--- config.mk ---
export PLATFORM = sky130hd
export DESIGN_NAME = classifier_window_sequencer
export DESIGN_NICKNAME = d
export VERILOG_FILES = /design/src/rtl/classifier_window_sequencer.sv
export SDC_FILE = /design/constraint.sdc
export NUM_CORES = 1
export LEC_CHECK = 0
export CAP_MARGIN = 20
export CORE_UTILIZATION = 45
export DETAILED_ROUTE_END_ITERATION = 10
export MAX_ROUTING_LAYER = met4
export PLACE_DENSITY_LB_ADDON = 0.15
export SETUP_SLACK_MARGIN = 0.1
export SLEW_MARGIN = 0
export SYNTH_ARGS = -nofsm -noshare
export SYNTH_HDL_FRONTEND = slang
export SYNTH_SLANG_ARGS = --single-unit
export TNS_END_PERCENT = 50
--- constraint.sdc ---
create_clock -name clk -period 14.7 [get_ports clk]
set_clock_uncertainty 0.1 [all_clocks]
set_input_delay 2.94 -clock clk [delete_from_list [all_inputs] [get_ports clk]]
set_output_delay 2.94 -clock clk [all_outputs]
set_load 0.005 [all_outputs]
--- src/rtl/classifier_window_sequencer.sv ---
// ---------------------------------------------------------------------------
// classifier_window_sequencer
//
// Scan controller for the WIN x WIN integral-window classifier. Walks a
// window across the frame in raster order with step STRIDE on both axes.
// For each window row it streams WIN pixels out of frame memory into the
// classifier line buffer (addresses 0..WIN-1), pulses cls_start, and waits
// for cls_done before loading the next row. One start per frame.
//
// Ports:
//   clk, reset    clock, synchronous active-high reset
//   start         frame start request, honoured only in IDLE
//   mem_rd        frame memory read strobe
//   mem_addr      frame memory pixel address
//   mem_data      frame memory read data, valid one cycle after mem_rd
//   cls_we        line-buffer write strobe
//   cls_addr      line-buffer write address, 0..WIN-1
//   cls_xyz       line-buffer write data
//   cls_start     one-cycle pulse once a full row is in the line buffer
//   cls_done      classifier finished the current row (level)
//   win_x, win_y  current window top-left corner
//   row_idx       current row within the window
//   busy          high in every state except IDLE
//   frame_done    one-cycle pulse after the last row of the last window
// ---------------------------------------------------------------------------
module classifier_window_sequencer #(
    parameter int IMG_W  = 640,
    parameter int IMG_H  = 480,
    parameter int WIN    = 20,
    parameter int STRIDE = 4,
    parameter int MEM_AW = 19
) (
    input  logic              clk,
    input  logic              reset,
    input  logic              start,
    output logic              mem_rd,
    output logic [MEM_AW-1:0] mem_addr,
    input  logic [95:0]       mem_data,
    output logic              cls_we,
    output logic [8:0]        cls_addr,
    output logic [95:0]       cls_xyz,
    output logic              cls_start,
    input  logic              cls_done,
    output logic [15:0]       win_x,
    output logic [15:0]       win_y,
    output logic [4:0]        row_idx,
    output logic              busy,
    output logic              frame_done
);

    // Parameter sanity: the window must fit the frame, row/column counters
    // are 5 bits wide, and the address width must cover the whole frame.
    if (IMG_W < WIN || IMG_H < WIN) begin : g_bad_frame
        $error("classifier_window_sequencer: frame smaller than window");
    end
    if (WIN < 1 || WIN > 32) begin : g_bad_win
        $error("classifier_window_sequencer: WIN must be 1..32");
    end
    if (STRIDE < 1) begin : g_bad_stride
        $error("classifier_window_sequencer: STRIDE must be positive");
    end
    if (MEM_AW > 32 || (64'(IMG_W) * 64'(IMG_H)) > (64'd1 << MEM_AW)) begin : g_bad_aw
        $error("classifier_window_sequencer: MEM_AW too narrow for frame");
    end

    typedef enum logic [2:0] {
        IDLE,
        READ,
        DRAIN,
        KICK,
        WAIT,
        ADVANCE,
        FIN
    } state_t;

    localparam logic [4:0]        COL_LAST = 5'(WIN - 1);
    localparam logic [15:0]       STEP     = 16'(STRIDE);
    localparam logic [MEM_AW-1:0] LINE_W   = MEM_AW'(IMG_W);

    state_t            state;
    state_t            state_n;
    logic [4:0]        col;
    logic [MEM_AW-1:0] base;
    logic              wr_pending;
    logic [4:0]        wr_col;

    logic              row_last;
    logic              fits_x;
    logic              fits_y;
    logic              frame_end;
    logic [4:0]        row_n;
    logic [15:0]       win_x_n;
    logic [15:0]       win_y_n;
    logic [MEM_AW-1:0] base_n;

    // Next window position and row base, evaluated for use in ADVANCE.
    // A step is taken only if the whole shifted window still fits the frame.
    always_comb begin
        row_last  = (row_idx == COL_LAST);
        fits_x    = ({16'd0, win_x} + 32'(STRIDE) + 32'(WIN)) <= 32'(IMG_W);
        fits_y    = ({16'd0, win_y} + 32'(STRIDE) + 32'(WIN)) <= 32'(IMG_H);
        frame_end = row_last && !fits_x && !fits_y;
        row_n     = row_idx;
        win_x_n   = win_x;
        win_y_n   = win_y;
        if (!row_last) begin
            row_n = row_idx + 5'd1;
        end else begin
            row_n = 5'd0;
            if (fits_x) begin
                win_x_n = win_x + STEP;
            end else if (fits_y) begin
                win_x_n = 16'd0;
                win_y_n = win_y + STEP;
            end
        end
        base_n = (MEM_AW'(win_y_n) + MEM_AW'(row_n)) * LINE_W + MEM_AW'(win_x_n);
    end

    // State register.
    always_ff @(posedge clk) begin
        if (reset) begin
            state <= IDLE;
        end else begin
            state <= state_n;
        end
    end

    // Next-state logic. cls_done is looked at only in WAIT, so a done level
    // still high from the previous row cannot skip the KICK/WAIT handshake.
    always_comb begin
        state_n = state;
        case (state)
            IDLE:    if (start) state_n = READ;
            READ:    if (col == COL_LAST) state_n = DRAIN;
            DRAIN:   state_n = KICK;
            KICK:    state_n = WAIT;
            WAIT:    if (cls_done) state_n = ADVANCE;
            ADVANCE: state_n = frame_end ? FIN : READ;
            FIN:     state_n = IDLE;
            default: state_n = IDLE;
        endcase
    end

    // Counters and row base. The base is registered so the read address is
    // a single add of the column counter during READ.
    always_ff @(posedge clk) begin
        if (reset) begin
            col     <= 5'd0;
            row_idx <= 5'd0;
            win_x   <= 16'd0;
            win_y   <= 16'd0;
            base    <= '0;
        end else begin
            case (state)
                IDLE: begin
                    if (start) begin
                        col     <= 5'd0;
                        row_idx <= 5'd0;
                        win_x   <= 16'd0;
                        win_y   <= 16'd0;
                        base    <= '0;
                    end
                end
                READ: begin
                    col <= (col == COL_LAST) ? 5'd0 : col + 5'd1;
                end
                ADVANCE: begin
                    col     <= 5'd0;
                    row_idx <= row_n;
                    win_x   <= win_x_n;
                    win_y   <= win_y_n;
                    base    <= base_n;
                end
                default: begin
                end
            endcase
        end
    end

    // Write pipeline: memory data arrives one cycle after the read, so the
    // strobe and column of each read are delayed by one cycle to meet it.
    always_ff @(posedge clk) begin
        if (reset) begin
            wr_pending <= 1'b0;
            wr_col     <= 5'd0;
        end else begin
            wr_pending <= (state == READ);
            wr_col     <= (state == READ) ? col : 5'd0;
        end
    end

    // Output decode.
    always_comb begin
        mem_rd     = (state == READ);
        mem_addr   = mem_rd ? (base + MEM_AW'(col)) : '0;
        cls_we     = wr_pending;
        cls_addr   = 9'(wr_col);
        cls_xyz    = wr_pending ? mem_data : 96'd0;
        cls_start  = (state == KICK);
        busy       = (state != IDLE);
        frame_done = (state == FIN);
    end

endmodule

Yosys cells after proc, flatten, opt, wreduce, memory -nomap -nowiden:

Cells that the tools add are included.

* muxes and demuxes: 23
* bitwise gates (word level): 1
* reduce and logical (&&, ||, !) cells: 12
* add/sub/neg operators: 11
* $mul: 1
* equal/unequal tests: 11
* order comparisons: 2

Operator list (number)
* 16-bit 2-to-1 mux: 7
* 96-bit 2-to-1 mux: 1
* 16-bit case mux with 2 select lines: 2
* 19-bit 2-to-1 mux: 2
* 19-bit case mux with 2 select lines: 1
* 17-bit by 5-bit adder with 18-bit output (second input constant): 2
* 16-bit by 3-bit adder with 17-bit output (second input constant): 2
* 16-bit by 3-bit adder with 16-bit output (second input constant): 2
* 19-bit by 16-bit adder with 19-bit output: 1
* 19-bit by 5-bit adder with 19-bit output: 1
* 18-bit by 10-bit less-or-equal comparator with 1-bit output (second input constant): 1
* 18-bit by 9-bit less-or-equal comparator with 1-bit output (second input constant): 1
* 3-bit case mux with 6 select lines: 1
* 16-bit by 5-bit adder with 17-bit output: 1
* 17-bit by 3-bit multiplier with 12-bit output (second input constant): 1
* 5-bit 2-to-1 mux: 3
* 5-bit case mux with 3 select lines: 1
* 3-bit 2-to-1 mux: 4
* 5-bit by 1-bit adder with 5-bit output (second input constant): 2
* 5-bit equality test (second input constant): 2
* 5-bit case mux with 2 select lines: 1
* 3-bit equality test (second input constant): 3
* 3-bit by 2-bit equality test with 1-bit output (second input constant): 2
* 3-bit nonzero test: 2
* other kinds (11): 15

* flip-flop bits (word level): 70
* input port bits: 100
* output and inout port bits: 166
* word-level logic and storage cells: 69

Logic depth before layout (Yosys ltp):

Gate-level depths: netlist of run 1.

* depth in word-level cells: 10
* mapped depth: 33
* mapped depth without buffers: 32

Worst setup path after synthesis of run 1:

OpenSTA, ideal clock, no wires.

* path type: reg-to-reg
* start: register win_y[11]
* end: register base[18]
* path slack: 7.831 ns
* setup time: 0.130 ns
* clock period less this slack: 6.869 ns
* data required time: 14.470 ns
* stages on the path, launching flop included: 32
* arrival time: 6.639 ns
* buffers on the path: 2
* cells stage by stage: dfxtp_1 -> or3b_1 -> a311oi_1 -> a21boi_1 -> or4_1 -> buf_2 -> nor3b_1 -> clkbuf_1 -> xnor2_1 -> ha_1 -> a21o_1 -> a21oi_1 -> inv_1 -> a21oi_1 -> nor2_1 -> xor2_1 -> ha_1 -> ha_1 -> nand2_1 -> o21ai_0 -> o21a_1 -> nor2_1 -> xnor2_1 -> ha_1 -> a21o_1 -> a41oi_1 -> a31oi_1 -> or3_1 -> nand4b_1 -> nor4b_1 -> a2111oi_1 -> nand2_1

* cells in the longest elaborated chain, start to end: 10
* elaborated cells between the ends (all ways): 14
* classes of those cells: add/sub: 5; mul: 1; order compare: 1; mux: 7

Ends and longest elaborated chain
* from (decl): line 45 `output logic [15:0] win_y,`
* from (signal assigned): line 172 `win_y <= win_y_n;`
* 16-bit by 3-bit adder with 17-bit output: line 101 `fits_y = ({16'd0, win_y} + 32'(STRIDE) + 32'(WIN)) <= 32'(IMG_H);`
* 17-bit by 5-bit adder with 18-bit output: line 101
* 18-bit by 9-bit less-or-equal comparator with 1-bit output: line 101
* 16-bit 2-to-1 mux: line 112 `end else if (fits_y) begin`
* 16-bit 2-to-1 mux: line 110 `if (fits_x) begin`
* 16-bit 2-to-1 mux: line 106 `if (!row_last) begin`
* 16-bit by 5-bit adder with 17-bit output: line 117 `base_n = (MEM_AW'(win_y_n) + MEM_AW'(row_n)) * LINE_W + MEM_AW'(win_x_n);`
* 17-bit by 3-bit multiplier with 12-bit output: line 117
* 19-bit by 16-bit adder with 19-bit output (*): line 117
* 19-bit case mux with 2 select lines (*): line 155 `case (state)`
* to (signal assigned): line 173 `base <= base_n;`
* to (decl): line 83 `logic [MEM_AW-1:0] base;`

Every way passes the cells marked *; elsewhere a longest branch is shown, timed or not.
A chain may end at the register's enable or synchronous reset.

Worst setup path in the final report of run 1:

* start: register win_y[4]
* end: register base[18]

Same word-level chain as after synthesis.

==> results.toml, run 1 <==
[yosys]
synth_compound_area_share_pct = 15.4
synth_top_cells_by_count = "and2_1 (111), nor2_1 (82), dfxtp_1 (59), ha_1 (43), xnor2_1 (41)"
yosysTopAreaCell = "dfxtp_1"
yosysSeqAreaShare_pct = 22.2
synthArstFlopShare_pct = 0
syn-instance-count = 692
yosys.area_share.simple_pct = 33.6
ys.flop_type = "dfxtp_1"
synth.distinct_cells = 67
synthMuxAreaShare_pct = 0.564
synthAdderAreaFrac_pct = 10.9
synth_most_common_cell = "and2_1"
synth.avg_cell_area_um2 = 7.69
synth_xor_area_share_pct = 11.1
synth_area_um2 = 5320
synth_top_area_share_pct = 22.2
ys_warn_count = 0
synth-edff-count = 0
synth_seq_cells = 59
synth_top_family_by_area = "simple AND/OR/NAND/NOR gates"
synthTopCellsByArea = "dfxtp_1 (22%), and2_1 (13%), ha_1 (10%), xnor2_1 (6.7%), nor2_1 (5.8%)"

[power]
power_frac_seq_pct = 32.9
peakVddDrop_v = 0.0000781
power_switching_mw = 0.142
p_clk_share_pct = 40.9
p_leak_nw = 3.30
p_per_area_nw_per_um2 = 63.1
power_switching_share_pct = 27.4
p_comb_share_pct = 26.2
internal_power_mw = 0.377

[timing]
relSlewSlack_pct = 33.1
tightest_slew_ns = 1.00
layout_worst_path_cycle_share_pct = 51.6
drv_slew = 0
finalHoldWorstSlack_ns = 0.417
setup_viol = 0
hold_viol = 0
grt_setup_unrepaired = "no"
fin_crit_ns = 7.58
setup_tns_ns = 0
fmax_ghz = 0.132

[floorplanning]
num_io_pins = 266
dieArea_um2 = 12300
rows = 39
initial_core_util_pct = 46.4
core_um2 = 11500
dieHeight_um = 111
dieWidth_um = 111

[run_status]
status = "complete, no violations"

[cts]
cts_root_buf = "clkbuf_16"
clk_pin_slew_ns = 0.05
cts_setup_buffers = 0
cts_tree = "built"
cts_buffer_depth = 2
insertion_delay_ns = 0.34
hold_buffers = 0
cts_max_level = 3
numCtsBuffers = 9
cts_sinks = 59
cts_resized = 0

[finish]
nets = 1071
n_fill_cell = 933
seq_area_um2 = 1180
syn_to_final_growth_pct = 54.5
drive_gt1_share_pct = 3.97
multi_input_area_um2 = 3840

[setup_path]
r2r-start = "win_y[4]"
slowest_stage = "or4_1"
criticalPathCategory = "reg -> reg"
slowest_delay_ns = 0.69
end_kind = "flip-flop"
crit_top_cell = "ha_1"
crit_arrival_ns = 7.69
required_ns = 14.81
critPathLaunchType = "flip-flop"
crit_fanout = 13
reg2reg_setup_slack_ns = 7.12
r2r-end = "base[18]"
reg2regPathDepth = 31

[grt]
grt_first_pass_wirelength_mm = 30.9
antenna_found_initial = 4
overflow = 0
grt_usage_pct = 33.2
grt_max_degree = 98
first_global_vias = 5698

[routing]
vias = 5826
drc = 0
postRouteAntennaNets = 0
vias_per_cell = 5.41
drt_pass1_iterations = 5
drtIter0Drc = 366
totalWireLength_mm = 20.0
post_drt_wl_per_cell_um = 18.6

[hold_path]
hold_end = "base[16]"
hold_class = "reg -> reg"
hp-start = "base[16]"
holdPathStages = 2

[place]
port-buffer-count = 257
hpwlAfterDp_mm = 16.0
gp_congestion = 0.959

[flow_run]
cap_violations = 0
## worst max-delay path by stage
| stage | to | startpoint |
|---|---|---|
| 6_report | base[18] | win_y[4] |
| 5_1_grt | base[18] | win_y[4] |
| 4_1_cts | base[18] | win_y[3] |
| 3_5_place_dp | base[18] | win_y[3] |
| 3_3_place_gp | cls_xyz[34] | mem_data[34] |
| 2_1_floorplan | base[18] | win_y[11] |
## flip-flops by register name, summed over array words and instances (netlist names)
| name | flops |
|---|---|
| win_x | 14 |
| win_y | 14 |
| base | 12 |
| col | 5 |
| row_idx | 5 |
| wr_col | 5 |
| state | 3 |
| cls_we | 1 |
## critical path: cells and delay by family (launching register included)
family / cells / cell delay [ns]
simple gates: 11 / 2.44
compound gates: 9 / 1.94
fa+ha+maj: 5 / 1.56
flops: 1 / 0.50
buf+inv: 3 / 0.48
xor+xnor: 2 / 0.32
mux: 1 / 0.11
## per-layer routing
layer	wire length, um	GRT usage (%)
met1	8260	39.5
met2	9440	54.2
met5	0	-
met4	512	10.8
met3	1800	9.29
## through the flow
stage | area (um^2) | setup WS (ns) | power [mW] | util (%) | cells
after floorplan | 5350 | 7.83 | 0.224 | - | 700
after global placement | 7900 | 7.37 | 0.305 | 68.9 | 1057
after detailed placement | 7900 | 7.33 | 0.307 | 68.9 | 1057
after CTS | 8200 | 7.21 | 0.520 | 71.5 | 1073
after global routing | 8220 | 6.45 | 0.536 | 71.7 | 1077
final | 8220 | 7.12 | 0.519 | 71.7 | 1077
## power by group through the flow
stage	registers [mW]	clock network (mW)	logic, mW
2_1_floorplan	0.170	0	0.0540
3_3_place_gp	0.177	0	0.127
3_5_place_dp	0.178	0	0.129
4_1_cts	0.175	0.215	0.130
5_1_grt	0.172	0.219	0.145
6_report	0.171	0.212	0.136
## layout make-up
class                   instances  area share (%)
diodes                          3          0.0913
clock buffers                  11            2.95
clock inverters                 5           0.639
inverters                      25            1.14
multi-input cells             569            46.7
flip-flops and latches         59            14.4
well taps                     143            2.18
repair buffers                262            31.9
## layout by cell type (no fill, tap or decap), types with 4 or more instances in the layout
master           netlist  final
or3_1                  6      6
a21oi_1               28     28
nor2_1                82     82
clkbuf_16              0      9
xor2_1                21     21
ha_1                  43     43
o21ai_0               17     17
inv_1                 25     25
clkdlybuf4s50_1        0    257
a21o_1                12     12
xnor2_1               41     41
a31oi_1                5      5
conb_1                 1      9
o21ai_1                4      4
o21bai_1               7      7
nor2b_1               11     11
nand3_1               14     14
nor3_1                10     10
and3_1                12     12
and2_1               111    111
a22oi_1               18     18
nand4_1               10     10
buf_4                 13      4
nand2_1               37     37
dfxtp_1               59     58
nor3b_1                5      5
a41oi_1                4      4
## cells by family after synthesis
| group | after synthesis |
|---|---|
| AO/OA/AOI/OAI | 120 |
| XOR/XNOR | 65 |
| adder cells (fa/ha/maj) | 45 |
| buffers and inverters | 72 |
| flip-flops | 59 |
| multiplexers | 3 |
| other | 1 |
| AND/OR/NAND/NOR | 327 |
Power figures use the tool's default switching activity.
==> inputs of run 2 (changes only) <==
--- a/config.mk
+++ b/config.mk
@@ -6,7 +6,7 @@
 export NUM_CORES = 1
 export LEC_CHECK = 0
 export CAP_MARGIN = 20
-export CORE_UTILIZATION = 45
+export CORE_UTILIZATION = 37
 export DETAILED_ROUTE_END_ITERATION = 10
 export MAX_ROUTING_LAYER = met4
 export PLACE_DENSITY_LB_ADDON = 0.15
==> constraint.sdc (replaced) <==
create_clock -name clk -period 6.1 [get_ports clk]
set_clock_uncertainty 0.1 [all_clocks]
set_input_delay 1.22 -clock clk [delete_from_list [all_inputs] [get_ports clk]]
set_output_delay 1.22 -clock clk [all_outputs]
set_load 0.005 [all_outputs]
==> results.toml, run 2 (synthesis results as in run 1) <==
[run_status]
status = "finished, violations left"
violations = "negative setup slack"

[timing]
layout_worst_path_cycle_share_pct = 101
finalWorstSetupSlack_ns = -0.0627
relSlewSlack_pct = 30.3
grt_setup_unrepaired = "yes"
hold_viol = 0
fmax_ghz = 0.162
tightest_slew_ns = 1.05
setup_viol = 1
drv_slew = 0
finalHoldWorstSlack_ns = 0.400
fin_crit_ns = 6.16

[grt]
grt_usage_pct = 26.2
first_global_vias = 5450
antenna_found_initial = 0
grt_max_degree = 70
grt_first_pass_wirelength_mm = 28.7
overflow = 0

[flow_run]
cap_violations = 0

[finish]
layoutNonFillerInstCount = 1171
diodes = 0
drive_gt1_share_pct = 13.7
nets = 1132
final_common_cell = "clkdlybuf4s50_1"
multi_input_area_um2 = 4100
top_regs = "win_x (14), win_y (14), base (12)"
final_cell_mix = "clkdlybuf4s50_1 (257), and2_1 (111), nor2_1 (81)"
syn_to_final_growth_pct = 69.0
seq_area_um2 = 1200
n_fill_cell = 1246

[cts]
cts_buffer_depth = 2
insertion_delay_ns = 0.34
cts_root_buf = "clkbuf_16"
cts_tree = "built"
clk_pin_slew_ns = 0.06
cts_sinks = 59
numCtsBuffers = 9
cts_max_level = 3
hold_buffers = 0

[routing]
postRouteAntennaNets = 0
drc = 0
totalWireLength_mm = 19.4
vias = 5837
drt_pass1_iterations = 4
vias_per_cell = 4.98
post_drt_wl_per_cell_um = 16.6
drtIter0Drc = 238

[floorplanning]
dieArea_um2 = 14900
initial_core_util_pct = 38.2
core_um2 = 13900
rows = 43
num_io_pins = 266
dieHeight_um = 122
dieWidth_um = 122

[place]
dp_slack_ns = -0.147
gp_congestion = 0.935
dp_cells = 1148
hpwlAfterDp_mm = 15.4
port-buffer-count = 257

[setup_path]
slowest_stage = "or4_4"
end_kind = "flip-flop"
path_delay_family = "compound AO/OA/AOI/OAI gates"
criticalPathCategory = "reg -> reg"
crit_buf_inv = 3
crit_fanout = 4
r2r-start = "win_y[3]"
required_ns = 6.23
critPathLaunchType = "flip-flop"
slowest_delay_ns = 0.45
crit_arrival_ns = 6.29
crit_start = "win_y[3]"

[hold_path]
hp-start = "base[14]"
hold_class = "reg -> reg"

[power]
p_per_area_nw_per_um2 = 140
p_leak_nw = 3.65
peakVddDrop_v = 0.000143
run 2: metrics by stage:
stage	utilization, %	area, um^2	TNS, ns	total power, mW
after floorplan	-	5460	0	0.537
after global placement	60.5	8440	0	0.733
after detailed placement	60.5	8440	-0.147	0.734
after CTS	63.3	8820	0	1.26
after global routing	64.6	9000	-0.323	1.31
final	64.6	9000	-0.0627	1.26
run 2: repair_timing:
| item | CTS | global route |
|---|---|---|
| pin swaps | 4 | 17 |
| endpoints found under the setup margin | 1 | 1 |
| setup buffers | 2 | 6 |
| resized for setup | 14 | 22 |
run 2: worst paths after layout:
check | to | slack (ns) | cells after the start
hold / removal | base[14] | 0.40 | 2
hold reg to reg | base[14] | 0.40 | 2
setup reg to reg | base[18] | -0.06 | 31
setup / recovery | base[18] | -0.06 | 31
run 2: power breakdown:
part           internal, mW  switching (mW)  leakage (nW)  total [mW]
clock network         0.350           0.179         0.148       0.529
registers             0.392          0.0160         0.480       0.408
logic                 0.187           0.131          3.02       0.318
total                 0.930           0.326          3.65        1.26
run 2: per-layer routing:
| metal | wire, um | global-route usage, % |
|---|---|---|
| met2 | 9580 | 43.8 |
| met3 | 1190 | 5.20 |
| met5 | 0 | - |
| met1 | 8490 | 32.3 |
| met4 | 171 | 5.94 |
run 2: worst register-to-register path: cells and delay by family, from the launching register on:
family	cells	cell delay, ns
flip-flops	1	0.35
AND/OR/NAND/NOR	9	1.60
adder cells (fa/ha/maj)	4	1.13
AO/OA/AOI/OAI	12	2.19
XOR/XNOR	3	0.36
buffers and inverters	3	0.34
run 2: area by class of cell:
cell class / instances / area share, %
flip-flops and latches: 59 / 13.3
multi-input cells: 569 / 45.6
clock inverters: 1 / 0.334
well taps: 180 / 2.50
repair buffers: 323 / 34.2
inverters: 25 / 1.04
clock buffers: 14 / 3.06
